$ cat src/rtl/sipo_frame_ctrl.sv
// Serial-in/parallel-out frame receiver: start bit, WIDTH data bits MSB first,
// optional even parity, stop bit (0). Delivers words through a valid/ready holding register.
module sipo_frame_ctrl #(
   parameter int WIDTH     = 4,
   parameter bit PARITY_EN = 1'b1
) (
   input  logic             clk,
   input  logic             rst,
   input  logic             din,
   input  logic             pready,
   input  logic             clr_ovr,
   output logic [WIDTH-1:0] pout,
   output logic             pvalid,
   output logic             busy,
   output logic             perr,
   output logic             ferr,
   output logic             ovr
);

   typedef enum logic [1:0] {IDLE, DATA, PARITY, STOP} state_t;

   localparam int            CW   = (WIDTH > 2) ? $clog2(WIDTH) : 1;
   localparam logic [CW-1:0] LAST = CW'(WIDTH - 1);

   state_t           r_state;
   logic [CW-1:0]    r_cnt;
   logic [WIDTH-1:0] r_shift;
   logic             r_par;
   logic [WIDTH-1:0] r_pout;
   logic             r_pvalid;
   logic             r_busy;
   logic             r_perr;
   logic             r_ferr;
   logic             r_ovr;

   logic w_par_bad;
   logic w_load_ok;

   // Even parity: data XOR parity bit must be zero.
   assign w_par_bad = PARITY_EN ? ((^r_shift) ^ r_par) : 1'b0;
   assign w_load_ok = !r_pvalid || pready;

   always_ff @(posedge clk) begin
      if (rst) begin
         r_state  <= IDLE;
         r_cnt    <= '0;
         r_shift  <= '0;
         r_par    <= 1'b0;
         r_pout   <= '0;
         r_pvalid <= 1'b0;
         r_busy   <= 1'b0;
         r_perr   <= 1'b0;
         r_ferr   <= 1'b0;
         r_ovr    <= 1'b0;
      end else begin
         // NOTE: defaults come first; a later non-blocking assignment to the same
         // register in this block overrides them, which gives overrun-set priority
         // over clr_ovr and a fresh load priority over the consume-clear of pvalid.
         r_perr <= 1'b0;
         r_ferr <= 1'b0;
         if (clr_ovr) r_ovr <= 1'b0;
         if (r_pvalid && pready) r_pvalid <= 1'b0;

         case (r_state)
            IDLE: begin
               if (din) begin
                  r_state <= DATA;
                  r_cnt   <= '0;
                  r_busy  <= 1'b1;
               end
            end
            DATA: begin
               r_shift <= {r_shift[WIDTH-2:0], din};
               r_cnt   <= r_cnt + 1'b1;
               if (r_cnt == LAST) r_state <= PARITY_EN ? PARITY : STOP;
            end
            PARITY: begin
               r_par   <= din;
               r_state <= STOP;
            end
            STOP: begin
               r_state <= IDLE;
               r_busy  <= 1'b0;
               // Stop-bit error masks parity error; bad frames never touch pout.
               if (din) begin
                  r_ferr <= 1'b1;
               end else if (w_par_bad) begin
                  r_perr <= 1'b1;
               end else if (w_load_ok) begin
                  r_pout   <= r_shift;
                  r_pvalid <= 1'b1;
               end else begin
                  r_ovr <= 1'b1;
               end
            end
            default: begin
               r_state <= IDLE;
               r_busy  <= 1'b0;
            end
         endcase
      end
   end

   assign pout   = r_pout;
   assign pvalid = r_pvalid;
   assign busy   = r_busy;
   assign perr   = r_perr;
   assign ferr   = r_ferr;
   assign ovr    = r_ovr;

endmodule
$ cat config.mk
export PLATFORM = sky130hd
export DESIGN_NAME = sipo_frame_ctrl
export DESIGN_NICKNAME = d
export VERILOG_FILES = /design/src/rtl/sipo_frame_ctrl.sv
export SDC_FILE = /design/constraint.sdc
export NUM_CORES = 1
export LEC_CHECK = 0
export BUFFER_PORTS_ARGS = -buffer_cell sky130_fd_sc_hd__buf_4
export CORE_MARGIN = 2
export CORE_UTILIZATION = 35
export CTS_CLUSTER_DIAMETER = 150
export DETAILED_ROUTE_END_ITERATION = 10
export HOLD_SLACK_MARGIN = 0.03
export PLACE_DENSITY = 0.6
export RECOVER_POWER = 50
export SETUP_SLACK_MARGIN = 0.4
export SLEW_MARGIN = 10
export SYNTH_ARGS = -nofsm -noshare
export SYNTH_HDL_FRONTEND = slang
export SYNTH_SLANG_ARGS = --single-unit
export TNS_END_PERCENT = 10
$ cat constraint.sdc
create_clock -name clk -period 3.03 [get_ports clk]
set_clock_uncertainty 0.1 [all_clocks]
set_input_delay 0.4545 -clock clk [delete_from_list [all_inputs] [get_ports clk]]
set_output_delay 0.4545 -clock clk [all_outputs]
set_load 0.05 [all_outputs]
==> results.md, run 1 <==
* Critical path origin: r_shift[3]$_SDFFE_PP0P_
* Area grow syn2layout at 15.0%
* Nets@finish at roughly 110
* Critical Path RT at approximately 3.2 ns
* Avg Inst Size Synth at between 9 and 10 um2
* Overall via count from detail_route at 569
* Later-pin clock latency in the skew report at approximately 0.30 ns
* First DRT Iteration DRCs at 4
* First-pass GRT wire length at around 2200 um
* Fill count at between 200 and 250
* Post-synth cell types at 22
* DR vias/cell at ~4.6
* Hold WC Path Type: in -> reg
* H-tree depth at 1
* Root buf cell: clkbuf_4
* Async SR Flop Fraction at 0%
* Worst R2R Path Depth at 4
* ANT nets after route at 0
* Tot Pwr at a little under 0.7 mW
* Mapped Cells at slightly above 80
* DIE AREA at 2770 um2
* RSZ-0062 raised after global routing: no
* Period Utilization, post-route at 57.8%
* Area leader, netlist: dfxtp_1
* Top cell type's share of synthesized area at a little over two fifths
* Pwr/cell area at slightly above 700 nW/um2
* Resized Gates After CTS at 0
* Critical path startpoint category: register
* Die height at 52.6 um
* Row count at 17
* CTS tree: yes
* Slew @ Worst Pin at 0.597 ns
* Setup WS post-layout at 1.28 ns
* CP endpoint kind: register
* Pre-antenna DRT Iters at 4
* Max_cap viols at 0
* Clock transition at path regs at 0.11 ns
* Reg2Reg Capture Point: pout[0]$_SDFFE_PP0P_
* Final core utilization at a little over two fifths
* R2R setup slack at around 1.3 ns
* Setup repair bufs after CTS at 0
* Slew HR at roughly three fifths
* Die span in x at 52.6 um
* Largest net degree at the start of global routing at 23
* DR WL/cell at about 11 um
* Post-Syn Area at around 830 um2
* Antenna cell count at 0
* Count leader, synth: dfxtp_1
* Outcome: completed
* Final WL at about 1300 um
* CTS Buf Count at 3
* Core area at 2230 um2
* Dpl ws at roughly 1.4 ns
* Setup TNS at 0 ns
* WP data arrival at roughly 1.9 ns
* Crit Path Max Fanout at 4
* Syn_nets at 93
* Number of global-route vias before repair at 545
* Setup Crit Path Kind: reg -> reg
* Worst setup path end: pout[0]$_SDFFE_PP0P_
* I/O Buffers at 13
* Top post-synthesis cells by count: dfxtp_1, mux2i_1, nand2b_1
* Main flop type after synthesis: dfxtp_1
* Slew Limit Fails at 0
* Peak supply drop at just over 0.0003 V
* Synth top area cells: dfxtp_1, mux2i_1, ha_1
* Final min period at 1.75 ns
* Synth warn at 0
* Detailed placement HPWL at between 900 and 1000 um
* EDFF count, synth at 0
* Max Buffers Root-to-Sink at 2
* Final hold violations at 0
* Clk sinks at 18
* Register area share after synthesis at 43.6%
* RR Startpoint: r_shift[3]$_SDFFE_PP0P_
* Initial antenna violation count at 0
* Fraction of layout instances using a drive strength above 1 at 14.6%
* Fmax achieved at roughly 570 MHz
* Routability cong. at ~0.65
* Yosys reg bits at 18
* # DRC at 0
* Io pins at 14
* GRT Residual Overflow at 0
* Final setup fails at 0
* Initial Util at 37.0%
* Leak at 0.375 nW
* Cts hold-fix bufs at 0
* GRT Total Usage at between 10% and 20%
==> per-stage QoR <==
| stage | hold slack, ns | instances | cell area, um2 |
|---|---|---|---|
| 4_1_cts | 0.313 | 124 | 973 |
| 3_5_place_dp | 0.350 | 120 | 937 |
| 3_3_place_gp | 0.345 | 120 | 937 |
| 5_1_grt | 0.334 | 124 | 951 |
| 2_1_floorplan | 0.344 | 83 | 827 |
| 6_report | 0.312 | 124 | 951 |
==> how the worst min path moves through the flow <==
stage / startpoint / end / slack [ns] / depth (start not counted)
2_1_floorplan: r_cnt[0]$_SDFFE_PP0P_ / r_cnt[0]$_SDFFE_PP0P_ / 0.34 / 2
6_report: clr_ovr / ovr$_SDFF_PP0_ / 0.31 / 3
3_5_place_dp: busy$_SDFFE_PP0P_ / busy$_SDFFE_PP0P_ / 0.35 / 2
3_3_place_gp: busy$_SDFFE_PP0P_ / busy$_SDFFE_PP0P_ / 0.35 / 2
4_1_cts: clr_ovr / ovr$_SDFF_PP0_ / 0.31 / 3
5_1_grt: clr_ovr / ovr$_SDFF_PP0_ / 0.33 / 3
==> metal layers <==
| layer | GRT usage, % | wire (um) | vias up |
|---|---|---|---|
| met2 | 17.7 | 562 | 11 |
| met1 | 13.4 | 672 | 250 |
| met5 | 0 | 0 | - |
| met4 | 10.3 | 40 | 0 |
| li1 | - | - | 304 |
| met3 | 2.57 | 55 | 4 |
==> critical path, cell delays in order (launching register included) <==
cell,delay (ns)
dfxtp_1,0.36
xnor3_2,0.42
xnor2_1,0.27
and3_1,0.34
mux2i_1,0.21
==> sequential cells by signal, summed over array words and instances, names as in the netlist <==
| signal | cells |
|---|---|
| busy | 1 |
| ferr | 1 |
| ovr | 1 |
| perr | 1 |
| pout | 4 |
| pvalid | 1 |
| r_cnt | 2 |
| r_par | 1 |
| r_shift | 4 |
| r_state | 2 |
==> cell type report <==
type	count	area, um2	share of cell area (%)
multi-input combinational	58	425	44.7
sequential	18	360	37.9
timing repair buffer	13	82.6	8.68
clock buffer	4	36.3	3.82
tap	28	35.0	3.68
inverter	3	11.3	1.18
==> power breakdown <==
| part | internal, mW | switching, mW |
|---|---|---|
| combinational | 0.101 | 0.129 |
| sequential | 0.268 | 0.0268 |
| clock | 0.0732 | 0.0796 |
| total | 0.443 | 0.236 |
==> kinds of logic after synthesis <==
kind of cell,share of synthesized area (%)
simple gates,22.1
mux,12.1
fa+ha+maj,7.56
compound gates,4.69
buf+inv,4.08
flops,43.6
xor+xnor,5.90
==> placed cells by master, fill, tap and decap left out <==
cell / n
xnor3_2: 1
nand2b_1: 10
nor2_1: 8
ha_1: 5
a21oi_1: 5
buf_4: 9
nor3_1: 2
nor3b_1: 2
clkbuf_8: 1
nor2b_1: 1
nand3b_1: 3
and2b_1: 1
xnor2_1: 2
o21ai_0: 1
clkbuf_1: 4
a32oi_1: 1
mux2i_1: 10
and3_1: 1
clkbuf_4: 3
dfxtp_1: 18
nand2_1: 4
inv_1: 3
or2b_1: 1
Note: power is estimated with default switching activity, not from simulation.
==> inputs of run 2 (changes only) <==
--- a/config.mk
+++ b/config.mk
@@ -11,7 +11,7 @@
 export CTS_CLUSTER_DIAMETER = 150
 export DETAILED_ROUTE_END_ITERATION = 10
 export HOLD_SLACK_MARGIN = 0.03
-export PLACE_DENSITY = 0.6
+export PLACE_DENSITY = 0.62
 export RECOVER_POWER = 50
 export SETUP_SLACK_MARGIN = 0.4
 export SLEW_MARGIN = 10
==> constraint.sdc (replaced) <==
create_clock -name clk -period 1.4 [get_ports clk]
set_clock_uncertainty 0.1 [all_clocks]
set_input_delay 0.21 -clock clk [delete_from_list [all_inputs] [get_ports clk]]
set_output_delay 0.21 -clock clk [all_outputs]
set_load 0.05 [all_outputs]
==> run 2 against run 1 <==
Effect of this change:
- the flow now finishes with violations (setup timing)
- sequential share of layout area decreased by 7.5 points
- combinational power increased to 4.2 times the previous value
- sequential power increased by 130%
- critical path depth unchanged
- cell area increased by 28%
- first-iteration DRC count unchanged
- via count increased by 10%
- critical endpoint is now pout[1]$_SDFFE_PP0P_
- largest cell class unchanged
==> results.md, run 2 (synthesis results as in run 1) <==
* Fmax achieved at 643 MHz (+13%)
* Routability cong. at 0.736 (+12%)
* Later-pin clock latency in the skew report at 0.30 ns (about the same)
* Leading cell type in the layout, fill and taps excluded: dfxtp_1
* # DRC at 0 (unchanged)
* Hold slack final at 0.0697 ns (-0.243 ns)
* Cell family with most CP delay: XOR/XNOR gates
* WP data arrival at 1.68 ns (-0.21 ns)
* Clk sinks at 18 (unchanged)
* Final min period at 1.55 ns (-0.197 ns)
* RSZ-0062 raised after global routing: yes
* Number of global-route vias before repair at 684 (+26%)
* DIE AREA at 2770 um2 (unchanged)
* H-tree depth at 1 (unchanged)
* Fill count at 199 (-13%)
* Commonest cells after routing, fill and taps aside: dfxtp_1, buf_6, mux2i_1, buf_4, nand2b_1
* Hold WC Path Type: in -> reg
* Worst Path Buf+Inv at 0 (unchanged)
* Highest-delay cell along the critical path: xnor3_2
* Final hold violations at 0 (unchanged)
* Period Utilization, post-route at 111% (+53 points)
* Largest net degree at the start of global routing at 23 (unchanged)
* Fraction of layout instances using a drive strength above 1 at 45.3% (+31 points)
* CTS Buf Count at 3 (unchanged)
* Slew HR at 83.5% (+23 points)
* Area grow syn2layout at 47.7%
* Worst R2R Path Depth at 4 (unchanged)
* Critical path startpoint category: register
* Row count at 17 (unchanged)
* Hold path depth at 3 (unchanged)
* Initial antenna violation count at 0 (unchanged)
* Setup WS post-layout at -0.155 ns (-1.43 ns)
* Reg2Reg Capture Point: pout[1]$_SDFFE_PP0P_
* Dpl ws at -0.259 ns (-1.62 ns)
* Crit Path Max Fanout at 4 (unchanged)
* Setup Crit Path Kind: reg -> reg
* Die height at 52.6 um (unchanged)
* Die span in x at 52.6 um (unchanged)
* GRT Total Usage at 14.0% (+2.4 points)
* Reg area at 372 um2 (+3.1%)
* Core area at 2230 um2 (unchanged)
* Slew @ Worst Pin at 0.246 ns (-0.350 ns)
* Pwr/cell area at 1630 nW/um2 (+130%)
* Root buf cell: clkbuf_4
* Post-route cell area at 1220 um2 (+28%)
* Peak supply drop at 0.000719 V (+140%)
* First-pass GRT wire length at 2790 um (+25%)
* Initial Util at 37.0% (unchanged)
* Io pins at 14 (unchanged)
* Violations in the final reports: setup timing
* Leak at 0.479 nW (+28%)
* Final WL at 1650 um (+24%)
* Max_cap viols at 0 (unchanged)
* Hold path start: clr_ovr
* Critical Path RT at 1.53 ns (-1.64 ns)
* Antenna cell count at 0 (unchanged)
* Nets@finish at 117 (+9.3%)
* Clock transition at path regs at 0.11 ns (about the same)
* CTS tree: yes
* Final setup fails at 7 (+7)
* DR vias/cell at 4.69 (+2.1%)
* Slew Limit Fails at 0 (unchanged)
* Outcome: finished with violations
* Worst min-delay path endpoint: ovr$_SDFF_PP0_
* Area of the multi-input gates at 533 um2 (+25%)
* Cell Chain, Critical Path: xnor3_2, xnor2_2, and3_4, mux2i_1
* DR WL/cell at 12.3 um (+15%)
* R2R setup slack at -0.15 ns (-1.43 ns)
* CP endpoint kind: register
* Overall via count from detail_route at 628 (+10%)
* RR Startpoint: r_shift[3]$_SDFFE_PP0P_
* ANT nets after route at 0 (unchanged)
* First DRT Iteration DRCs at 4 (unchanged)
* Max Buffers Root-to-Sink at 2 (unchanged)
* I/O Buffers at 13 (unchanged)
* DP Area at 997 um2 (+6.4%)
* Pre-antenna DRT Iters at 3 (-1)
* Detailed placement HPWL at 1100 um (+15%)
* Slowest stage delay, CP at 0.42 ns (about the same)
* GRT Residual Overflow at 0 (unchanged)
-- run 2: where the power goes --
part / switching [mW] / internal [mW]
Clock: 0.167 / 0.159
Combinational: 0.457 / 0.521
Sequential: 0.0838 / 0.600
Total: 0.708 / 1.28
-- run 2: worst reg2reg max path, stage by stage (launching register included) --
cell and delay, ns:
dfxtp_2 0.34, xnor3_2 0.42, xnor2_2 0.17, and3_4 0.25
mux2i_1 0.20
-- run 2: per-stage QoR --
step                      setup TNS [ns]  power [mW]  cells  utilization, %
after global routing               -1.34        2.12    134            54.7
after global placement            -0.585        1.25    128            44.6
after detailed placement           -1.06        1.27    128            44.6
after CTS                         -0.858        1.90    133            53.1
after floorplan                   -0.714        1.07     83               -
final                             -0.799        1.99    134            54.7
-- run 2: worst max path at each step --
stage               depth (start not counted)                    to                    start  slack [ns]
CTS                                         4  pout[1]$_SDFFE_PP0P_  r_shift[3]$_SDFFE_PP0P_       -0.17
floorplan                                   5  pout[0]$_SDFFE_PP0P_  r_shift[3]$_SDFFE_PP0P_       -0.14
finish                                      4  pout[1]$_SDFFE_PP0P_  r_shift[3]$_SDFFE_PP0P_       -0.15
global placement                            4  pout[2]$_SDFFE_PP0P_  r_shift[3]$_SDFFE_PP0P_       -0.14
global route                                4  pout[1]$_SDFFE_PP0P_  r_shift[3]$_SDFFE_PP0P_       -0.24
detailed placement                          4  pout[1]$_SDFFE_PP0P_  r_shift[3]$_SDFFE_PP0P_       -0.26
-- run 2: cell type report --
type | count | share of cell area, %
inverter | 3 | 1.33
tap | 28 | 2.87
multi-input combinational | 58 | 43.6
sequential | 18 | 30.4
clock buffer | 4 | 2.97
timing repair buffer | 23 | 18.8
-- run 2: what timing repair did --
action | 4_1_cts | 5_1_grt
pin swaps | 13 | 7
hold buffers | 0 | 0
setup endpoints to repair | 27 | 27
resized for setup | 41 | 5
setup buffers | 1 | 1
-- run 2: metal layers --
layer / part of all wire (%) / global-route usage, %
met5: 0 / 0
met3: 3.2 / 2.57
met4: 3.0 / 8.97
met1: 44 / 15.6
met2: 50 / 24.0
==> inputs of run 3 (changes only) <==
--- a/config.mk
+++ b/config.mk
@@ -6,12 +6,15 @@
 export NUM_CORES = 1
 export LEC_CHECK = 0
 export BUFFER_PORTS_ARGS = -buffer_cell sky130_fd_sc_hd__buf_4
+export CELL_PAD_IN_SITES_DETAIL_PLACEMENT = 0
+export CELL_PAD_IN_SITES_GLOBAL_PLACEMENT = 2
 export CORE_MARGIN = 2
-export CORE_UTILIZATION = 35
-export CTS_CLUSTER_DIAMETER = 150
+export CORE_UTILIZATION = 30
+export CTS_CLUSTER_DIAMETER = 80
 export DETAILED_ROUTE_END_ITERATION = 10
+export GPL_ROUTABILITY_DRIVEN = 0
 export HOLD_SLACK_MARGIN = 0.03
-export PLACE_DENSITY = 0.62
+export PLACE_DENSITY = 0.78
 export RECOVER_POWER = 50
 export SETUP_SLACK_MARGIN = 0.4
 export SLEW_MARGIN = 10
==> run 3 against run 2 <==
Effect of this change:
- the run still ends with setup timing left
- critical endpoint is now pout[0]$_SDFFE_PP0P_
- clock power fell by 18%
- worst setup slack better by 0.049 ns
- combinational power shrank 7.7%
- power fell by 7.4%
- cell area down 5.3%
- via count shrank 0.96%
- sequential power decreased by 2%
- critical path depth is the same
==> results.md, run 3 (synthesis results as in run 1) <==
* Outcome: finished with violations
* Violations in the final reports: setup timing
* Final hold violations at 0 (unchanged)
* First-pass GRT wire length at 2800 um (+0.25%)
* Die height at 56.5 um (+7.4%)
* DR vias/cell at 4.57 (-2.4%)
* First DRT Iteration DRCs at 10 (+6)
* Largest net degree at the start of global routing at 23 (unchanged)
* Cts hold-fix bufs at 0 (unchanged)
* Peak supply drop at 0.000769 V (+6.8%)
* Initial antenna violation count at 0 (unchanged)
* DR WL/cell at 11.5 um (-6.7%)
* Slew HR at 80.3% (-3.1 points)
* Overall via count from detail_route at 622 (-0.96%)
* Detailed placement HPWL at 1060 um (-3.1%)
* CP endpoint kind: register
* Leading cell type in the layout, fill and taps excluded: dfxtp_1
* Core area at 2690 um2 (+20%)
* Post-route cell area at 1160 um2 (-5.3%)
* # DRC at 0 (unchanged)
* Fmax achieved at 664 MHz (+3.3%)
* Critical path startpoint category: register
* Setup Crit Path Kind: reg -> reg
* Max_cap viols at 0 (unchanged)
* DP Area at 1020 um2 (+1.9%)
* RSZ-0062 raised after global routing: yes
* Clk sinks at 18 (unchanged)
* Initial Util at 30.8% (-6.2 points)
* GRT Total Usage at 11.5% (-2.5 points)
* CTS tree: yes
* Number of global-route vias before repair at 636 (-7.0%)
* H-tree depth at 1 (unchanged)
* Root buf cell: clkbuf_4
* Critical Path RT at 1.54 ns (about the same)
* ANT nets after route at 0 (unchanged)
* Later-pin clock latency in the skew report at 0.30 ns (about the same)
* Hold path depth at 3 (unchanged)
* Setup repair bufs after CTS at 0 (-1)
* Crit Path Max Fanout at 4 (unchanged)
* Dpl ws at -0.196 ns (+0.0628 ns)
* Fraction of layout instances using a drive strength above 1 at 41.0% (-4.3 points)
* Max Buffers Root-to-Sink at 2 (unchanged)
* Period Utilization, post-route at 108% (-3.5 points)
* WP data arrival at 1.64 ns (-0.04 ns)
* Antenna cell count at 0 (unchanged)
* Worst R2R Path Depth at 4 (unchanged)
* Leak at 0.458 nW (-4.4%)
* Hold WC Path Type: in -> reg
* Setup WS post-layout at -0.106 ns (+0.0490 ns)
* Pwr/cell area at 1590 nW/um2 (-2.2%)
* Clock transition at path regs at 0.10 ns (about the same)
* Commonest cells after routing, fill and taps aside: dfxtp_1, buf_4, mux2i_1, nand2b_1, nor2_1
* Io pins at 14 (unchanged)
* Slew Limit Fails at 0 (unchanged)
* DIE AREA at 3190 um2 (+15%)
* I/O Buffers at 13 (unchanged)
* Final setup fails at 5 (-2)
* Pre-antenna DRT Iters at 4 (+1)
* Final min period at 1.51 ns (-0.0490 ns)
* CTS Buf Count at 3 (unchanged)
* Die span in x at 56.5 um (+7.4%)
* GRT Residual Overflow at 0 (unchanged)
* Row count at 19 (+2)
* Area grow syn2layout at 39.8%
* Slew @ Worst Pin at 0.293 ns (+0.0465 ns)
* Final WL at 1560 um (-5.3%)
* Nets@finish at 117 (unchanged)
[run 3: cell types whose count changed in the layout (fill, tap and decap cells not counted), sizes merged]
cell / change
buf: -4
clkbuf: +3
[run 3: where the power goes]
group	internal (mW)	switching, mW
clock	0.100	0.165
combinational	0.490	0.413
sequential	0.594	0.0776
[run 3: per-layer routing]
metal  global-route usage (%)  share of wire (%)  vias up
li1                         -                  -      320
met1                     14.0                 47      287
met2                     18.4                 47       10
met3                     2.07                2.8        5
met4                     7.14                2.9        0
met5                        0                  0        -
[run 3: what timing repair did]
item                       CTS  global route
setup endpoints to repair   26            27
resized for setup           38             5
pin swaps                   14             5
[run 3: layout make-up]
type	count	area (um2)
tap	31	38.8
fill	272	1530
multi-input combinational	58	510
timing repair buffer	23	200
clock buffer	3	22.5
inverter	3	16.3
sequential	18	368
[run 3: path summary, 6_finish.rpt]
path | from | end | slack (ns)
worst max-delay path | r_shift[2]$_SDFFE_PP0P_ | pout[0]$_SDFFE_PP0P_ | -0.11
worst min-delay path | clr_ovr | ovr$_SDFF_PP0_ | 0.09
worst max register to register | r_shift[2]$_SDFFE_PP0P_ | pout[0]$_SDFFE_PP0P_ | -0.11
worst min register to register | pout[2]$_SDFFE_PP0P_ | pout[2]$_SDFFE_PP0P_ | 0.38
[run 3: through the flow]
stage	total power, mW	cells	util [%]	TNS (ns)	hold slack, ns
after floorplan	1.07	83	-	-0.714	0.250
after global placement	1.30	133	37.8	-0.595	0.347
after detailed placement	1.31	133	37.8	-0.810	0.349
after CTS	1.79	136	43.5	-0.463	0.0851
after global routing	1.98	136	43.0	-0.825	0.0753
final	1.84	136	43.0	-0.402	0.0864
[run 3: worst max-delay path: stages, from the launching register on]
cell	delay (ns)
dfxtp_2	0.35
xnor3_2	0.42
xnor2_2	0.15
and3_4	0.24
mux2i_1	0.18
